### src/rtl/program_loader_if.sv
// ---------------------------------------------------------------------------
// program_loader_if
//   Groups the host load stream and the fetch read port of program_loader.
//   master : host/fetch side (drives load requests, words, read address)
//   slave  : program_loader (returns ready, status and the fetched pair)
//
//   load_start  host -> loader   1-cycle request to begin a new load
//   in_valid    host -> loader   a program word is present on in_data
//   in_data     host -> loader   3-bit word (opcode even addr, operand odd)
//   in_last     host -> loader   marks the final word of the program
//   in_ready    loader -> host   word is accepted this cycle
//   loaded      loader -> host   a complete program is present
//   prog_len    loader -> host   word count of the last completed load
//   cpu_hold    loader -> core   stall the core while no program is present
//   rd_addr     fetch -> loader  instruction pointer
//   rd_opcode   loader -> fetch  word at {rd_addr[3:1],0}
//   rd_operand  loader -> fetch  word at {rd_addr[3:1],1}
// ---------------------------------------------------------------------------
interface program_loader_if;
  logic       load_start;
  logic       in_valid;
  logic [2:0] in_data;
  logic       in_last;
  logic       in_ready;
  logic       loaded;
  logic [4:0] prog_len;
  logic       cpu_hold;
  logic [3:0] rd_addr;
  logic [2:0] rd_opcode;
  logic [2:0] rd_operand;

  modport master (
    output load_start, in_valid, in_data, in_last, rd_addr,
    input  in_ready, loaded, prog_len, cpu_hold, rd_opcode, rd_operand
  );

  modport slave (
    input  load_start, in_valid, in_data, in_last, rd_addr,
    output in_ready, loaded, prog_len, cpu_hold, rd_opcode, rd_operand
  );
endinterface

### src/rtl/program_loader.sv
// ---------------------------------------------------------------------------
// program_loader
//   Writable 16 x 3-bit program store feeding instruction fetch. A host
//   streams words in over a valid/ready handshake; they are written
//   sequentially from address 0. The load ends on in_last or on the 16th
//   word. Fetch reads an aligned opcode/operand pair combinationally.
//
//   clk  : clock, all state updates on the rising edge
//   rst  : synchronous active-high reset
//   bus  : program_loader_if.slave (load stream, status, read port)
// ---------------------------------------------------------------------------
module program_loader #(
  parameter int DEPTH = 16
) (
  input  logic              clk,
  input  logic              rst,
  program_loader_if.slave   bus
);

  typedef enum logic [1:0] {
    IDLE = 2'd0,
    LOAD = 2'd1,
    DONE = 2'd2
  } state_t;

  state_t     state_reg, state_next;
  logic [4:0] wr_ptr_reg, wr_ptr_next;
  logic [4:0] prog_len_reg, prog_len_next;
  logic [2:0] mem_reg [DEPTH];

  logic       in_ready;
  logic       clear_mem;
  logic       wr_en;
  logic [3:0] even_addr;
  logic [3:0] odd_addr;

  // load_start masks ready so a restart and a handshake never share a cycle.
  assign in_ready = (state_reg == LOAD) && !bus.load_start;

  // ---------------------------------------------------------------------------
  // State and pointer registers
  // ---------------------------------------------------------------------------
  always_ff @(posedge clk) begin
    if (rst) begin
      state_reg    <= IDLE;
      wr_ptr_reg   <= 5'd0;
      prog_len_reg <= 5'd0;
    end else begin
      state_reg    <= state_next;
      wr_ptr_reg   <= wr_ptr_next;
      prog_len_reg <= prog_len_next;
    end
  end

  // ---------------------------------------------------------------------------
  // Next-state logic
  // ---------------------------------------------------------------------------
  always_comb begin
    state_next    = state_reg;
    wr_ptr_next   = wr_ptr_reg;
    prog_len_next = prog_len_reg;
    clear_mem     = 1'b0;
    wr_en         = 1'b0;

    if (bus.load_start) begin
      // prog_len deliberately keeps the previous length until completion.
      clear_mem   = 1'b1;
      wr_ptr_next = 5'd0;
      state_next  = LOAD;
    end else if (bus.in_valid && in_ready) begin
      wr_en       = 1'b1;
      wr_ptr_next = wr_ptr_reg + 5'd1;
      // The 16th word always terminates, so no write can pass address 15.
      if (bus.in_last || (wr_ptr_reg[3:0] == 4'd15)) begin
        state_next    = DONE;
        prog_len_next = wr_ptr_reg + 5'd1;
      end
    end
  end

  // ---------------------------------------------------------------------------
  // Program storage: one register per word so a restart can clear all at once
  // ---------------------------------------------------------------------------
  generate
    for (genvar gi = 0; gi < DEPTH; gi++) begin : g_mem
      always_ff @(posedge clk) begin
        if (rst || clear_mem) begin
          mem_reg[gi] <= 3'd0;
        end else if (wr_en && (wr_ptr_reg[3:0] == 4'(gi))) begin
          mem_reg[gi] <= bus.in_data;
        end
      end
    end
  endgenerate

  // ---------------------------------------------------------------------------
  // Outputs
  // ---------------------------------------------------------------------------
  assign even_addr = {bus.rd_addr[3:1], 1'b0};
  assign odd_addr  = {bus.rd_addr[3:1], 1'b1};

  // A misaligned (odd) pointer fetches nothing rather than a shifted pair.
  assign bus.rd_opcode  = bus.rd_addr[0] ? 3'd0 : mem_reg[even_addr];
  assign bus.rd_operand = bus.rd_addr[0] ? 3'd0 : mem_reg[odd_addr];

  assign bus.in_ready = in_ready;
  assign bus.loaded   = (state_reg == DONE);
  assign bus.cpu_hold = (state_reg != DONE);
  assign bus.prog_len = prog_len_reg;

endmodule
### src/flat_wrapper.sv
// flat-port wrapper written by rule: the top's interface ports become plain ports
module program_loader_flat 
#(
  parameter int DEPTH = 16
)
  (clk, rst, bus_load_start, bus_in_valid, bus_in_data, bus_in_last, bus_rd_addr, bus_in_ready, bus_loaded, bus_prog_len, bus_cpu_hold, bus_rd_opcode, bus_rd_operand);
  program_loader_if bus_i ();
  input  logic clk;
  input  logic rst;
  input wire logic [$bits(bus_i.load_start)-1:0] bus_load_start;
  input wire logic [$bits(bus_i.in_valid)-1:0] bus_in_valid;
  input wire logic [$bits(bus_i.in_data)-1:0] bus_in_data;
  input wire logic [$bits(bus_i.in_last)-1:0] bus_in_last;
  input wire logic [$bits(bus_i.rd_addr)-1:0] bus_rd_addr;
  output wire logic [$bits(bus_i.in_ready)-1:0] bus_in_ready;
  output wire logic [$bits(bus_i.loaded)-1:0] bus_loaded;
  output wire logic [$bits(bus_i.prog_len)-1:0] bus_prog_len;
  output wire logic [$bits(bus_i.cpu_hold)-1:0] bus_cpu_hold;
  output wire logic [$bits(bus_i.rd_opcode)-1:0] bus_rd_opcode;
  output wire logic [$bits(bus_i.rd_operand)-1:0] bus_rd_operand;
  assign bus_i.load_start = bus_load_start;
  assign bus_i.in_valid = bus_in_valid;
  assign bus_i.in_data = bus_in_data;
  assign bus_i.in_last = bus_in_last;
  assign bus_i.rd_addr = bus_rd_addr;
  assign bus_in_ready = bus_i.in_ready;
  assign bus_loaded = bus_i.loaded;
  assign bus_prog_len = bus_i.prog_len;
  assign bus_cpu_hold = bus_i.cpu_hold;
  assign bus_rd_opcode = bus_i.rd_opcode;
  assign bus_rd_operand = bus_i.rd_operand;
  program_loader #(.DEPTH(DEPTH)) u_core (.clk(clk), .rst(rst), .bus(bus_i));
endmodule
### config.mk
export PLATFORM = sky130hd
export DESIGN_NAME = program_loader_flat
export DESIGN_NICKNAME = d
export VERILOG_FILES = /design/src/rtl/program_loader_if.sv /design/src/rtl/program_loader.sv /design/src/flat_wrapper.sv
export SDC_FILE = /design/constraint.sdc
export NUM_CORES = 1
export LEC_CHECK = 0
export ABC_AREA = 1
export CELL_PAD_IN_SITES_DETAIL_PLACEMENT = 0
export CELL_PAD_IN_SITES_GLOBAL_PLACEMENT = 1
export CORE_MARGIN = 1.5
export CORE_UTILIZATION = 40
export CTS_BUF_LIST = sky130_fd_sc_hd__clkbuf_8 sky130_fd_sc_hd__clkbuf_16
export DETAILED_ROUTE_END_ITERATION = 8
export PLACE_DENSITY_LB_ADDON = 0.1
export REMOVE_ABC_BUFFERS = 1
export SLEW_MARGIN = 20
export SYNTH_ARGS = -nofsm -noshare
export SYNTH_HDL_FRONTEND = slang
export SYNTH_SLANG_ARGS = --single-unit
### constraint.sdc
create_clock -name clk -period 1.5 [get_ports clk]
set_input_delay 0.15 -clock clk [delete_from_list [all_inputs] [get_ports clk]]
set_output_delay 0.15 -clock clk [all_outputs]
set_load 0.005 [all_outputs]
* Word level (Yosys, flattened, before mapping)
Memories as Yosys holds them, arrays and structs flattened. Cells that the tools add are included.
Word-level totals: RAM bits 48, bits of input ports 12, register bits 12, memories kept 1, output and inout port bits 14
Memories:
- u_core.mem_reg | depth 16, bits a word 3, rd ports 2, clocked after Yosys merged registers in 0, wr ports 16, RTL line program_loader.sv:29 | logic [2:0] mem_reg [DEPTH];
Operators by class: multiplexer cells 74, add/sub/neg operators 1, bitwise gates (word level) 17, eq/ne operators 18, reductions and logical operators 28
Operators with widths (count):
- $mux 1 | 56
- $mux 3 | 18
- $eq 4x4->1 const B | 8
- $logic_and 1x1->1 | 18
- $eq 4x3->1 const B | 4
- $or 1x1->1 | 16
- $eq 4x2->1 const B | 2
- $add 5x1->5 const B | 1
- $eq 4x1->1 const B | 1
- $logic_not 4->1 | 1
- $reduce_and 2->1 | 2
- $reduce_bool 2->1 | 2
- $reduce_and 3->1 | 1
- $eq 2x1->1 const B | 1
- $eq 2x2->1 const B | 1
- $logic_or 1x1->1 | 2
- $ne 2x2->1 const B | 1
- $reduce_or 2->1 | 1
- $logic_not 1->1 | 1
- $not 1->1 | 1

* Depth between registers and ports, before layout
depth in word-level cells 10, gate-level depth with buffers 9

* Least setup slack after synthesis
Ideal clock, no wire load.
path type register to register, start reg u_core.wr_ptr_reg[0], end mem u_core.mem_reg[15][0], in the netlist u_core.mem_reg[7][3] (enable), library setup time 344 ps, path buffers 1, slack -9 ps, data required time 1156 ps, cell stages (with the launch flop) 5, data arrival time 1164 ps, period minus slack after synthesis 1509 ps, cell sequence dfxtp_1 > ha_1 > buf_2 > nand3_1 > o21ai_0
RTL lines:
- from (decl) | RTL line program_loader.sv:27 | logic [4:0] wr_ptr_reg, wr_ptr_next;
- from (signal assigned) | RTL line program_loader.sv:50 | wr_ptr_reg <= wr_ptr_next;
- to (decl) | RTL line program_loader.sv:29

==> impl_metrics.yaml <==
yosys:
  yosys_warnings: 0
  yosysTopAreaCell: "edfxtp_1"
  synth_common_cells: "nor2_1, nand2_1, edfxtp_1"
  synth_area_per_cell_um2: 8.65
  synth_seq_cells: 60
  yosysMostFrequentCell: "nor2_1"
  synth_edf_count: 48
  synth_top_area_share_pct: 45.5
  synth_area_leaders: "edfxtp_1, nor2_1, nand2_1, dfxtp_1, nand4_2"
  syn_inst: 366
  syn_area_um2: 3170
  ys_seq_area_share_pct: 53.1
  synth_ff_type: "edfxtp_1"
  ys_types: 25
  synthArstFlopShare_pct: 0
status:
  status: "finished, final reports clean"
layout:
  layout.nets: 448
  final_cell_count_no_fill: 539
  drive_above_1_share_pct: 26.8
  largest_register_ff_count: 48
  syn2layout_area_growth_pct: 30.8
  antenna_cells: 0
placement:
  dpl.hpwl_mm: 5.39
  pre_cts_slack_ns: -0.498
  globalplace.congestion: 0.776
  io_buffer_count: 25
  dpl.cell_count: 520
cts:
  clockBufferDepth: 2
  clk-insertion-delay-late_ns: 0.35
  hold_buffers: 0
  cts_tree: "done"
  clkTransAtPathRegs_ns: 0.07
  htree_levels: 3
  clkSinkCount: 60
  root_buffer: "clkbuf_8"
  cts_buffers: 9
global_route:
  grt_pass1_vias: 2551
  grt_max_degree: 34
  grt_pass1_wl_mm: 12.4
  track_usage_pct: 19.3
  antenna_found_initial: 0
  grt_overflow: 0
power_and_ir_drop:
  ir_drop_mv: 0.501
  powerDensity_nw_per_um2: 892
  leakagePower_uw: 0.00186
setup_path:
  r2r_end: "u_core.mem_reg[0][2]"
  path_max_fanout: 8
  crit_slowest_cell: "dfxtp_1"
  crit_chain: "inv_2, nand3_4, nor2_4, nand2_2, o21ai_0, buf_4"
  endpoint: "u_core.mem_reg[0][2]"
  critPathArrivalTime_ns: 1.54
  critPathLaunchType: "register"
  required_ns: 1.56
  cp_slowest_stage_delay_ns: 0.30
  worst-path-stages: 6
  reg2regPathDepth: 6
  crit_path_start: "u_core.state_reg[1]"
  reg2reg_from: "u_core.state_reg[1]"
  r2r_setup_slack_ns: 0.02
  cp-end-kind: "register"
  crit_family: "simple AND/OR/NAND/NOR gates"
  critical_path_buf_inv_count: 2
  path_class: "reg -> reg"
floorplanning:
  die_w_um: 92.0
  top_level_ports: 26
  dieArea_um2: 8460
  die_y_um: 92.0
  core_um2: 7690
  num_rows: 32
  start_util_pct: 41.2
timing:
  setup_ws_ns: 0.0211
  maxSlewHeadroom_pct: 80.7
  setup_viol: 0
  hold_violations: 0
  finalCritPeriodShare_pct: 98.6
  worst_pin_slew_ns: 0.288
  skew_ns: 0.0144
  slew_viol_final: 0
  fmax_mhz: 676
  whs_ns: 0.480
  rsz0062_at_grt: "yes"
  final.min_clock_period_ns: 1.48
routing:
  drc: 0
  vias: 2580
  dr.pass1.iters: 4
  wire_per_inst_um: 13.7
  dr.first_iter.drc_count: 113
  wl_mm: 7.40
  antenna_left: 0
  vias_per_cell: 4.79
worst_hold_path:
  holdCritPathClass: "reg -> reg"
flow_run:
  maxCapViolations: 0
==> worst min path at each step <==
stage                      startpoint  slack [ns]                      to  depth (start not counted)
6_report       u_core.bus.prog_len[2]        0.48  u_core.bus.prog_len[2]                          2
5_1_grt                bus_load_start        0.50     u_core.state_reg[0]                          3
4_1_cts                bus_load_start        0.46     u_core.state_reg[0]                          3
3_5_place_dp   u_core.bus.prog_len[2]        0.47  u_core.bus.prog_len[2]                          2
3_3_place_gp   u_core.bus.prog_len[2]        0.46  u_core.bus.prog_len[2]                          2
2_1_floorplan                     rst        0.22     u_core.state_reg[0]                          1
==> where the power goes <==
part           internal [µW]  switching [µW]  total (µW)
Combinational            195             244         439
Clock                    743             634        1380
Sequential              1850            23.3        1880
Total                   2790             902        3690
==> cells by family (layout without fill, tap and decap cells) <==
family                   after synthesis  in the layout  synth area share (%)
adder cells (fa/ha/maj)                4              4                  1.58
AO/OA/AOI/OAI                         35             35                  5.53
flip-flops                            60             60                  53.1
buffers and inverters                 56            127                  7.94
XOR/XNOR                               3              3                 0.830
AND/OR/NAND/NOR                      208            208                  31.0
==> through the flow <==
| stage | power [µW] | utilization, % | setup TNS, ns | area, µm² |
|---|---|---|---|---|
| after floorplan | 2090 | - | -11.63 | 3050 |
| after global placement | 2340 | 50.1 | -27.46 | 3850 |
| after detailed placement | 2340 | 50.1 | -27.51 | 3850 |
| after CTS | 3700 | 52.6 | -0.0703 | 4040 |
| after global routing | 3850 | 53.9 | -0.953 | 4140 |
| final | 3690 | 53.9 | 0 | 4140 |
==> cells in the final DEF (no fill, tap or decap), drive strengths merged <==
master,count
ha,4
inv,37
clkinv,4
buf,54
xnor2,2
o21ai,30
nand3,17
dlymetal6s2s,1
a21oi,5
nand4,16
nand2,70
xor2,1
clkdlybuf4s50,14
bufinv,1
clkbuf,9
nand3b,1
clkinvlp,3
edfxtp,48
nor2,104
dfxtp,12
clkdlybuf4s15,1
dlygate4sd2,3
==> metal layers <==
layer	vias to the layer above	GRT usage (%)	wire [µm]
met5	-	0	0
met4	0	7.44	99
met3	7	4.23	265
met2	40	31.9	3640
met1	1216	24.6	3390
li1	1317	-	-
==> timing repair <==
item                                    in CTS  in global routing
endpoints found under the setup margin      33                 64
pin swaps                                   15                 14
gates cloned                                 1                  0
buffers inserted                             3                  0
resized for setup                           40                 41
==> layout make-up <==
type                       count  area (µm²)
fill                         751        3550
multi-input combinational    250        1330
tap                          102         128
sequential                    60        1690
clock buffer                   9         124
clock inverter                 7        58.8
timing repair inverter         1        5.00
timing repair buffer          73         666
inverter                      37         145
==> worst register-to-register path: cells and delay by family, from the launching register on <==
kind                   cells  cell delay, ns
flip-flops                 1            0.30
AO/OA/AOI/OAI              1            0.19
buffers and inverters      2            0.24
AND/OR/NAND/NOR            3            0.48
Power figures use the tool's default switching activity.
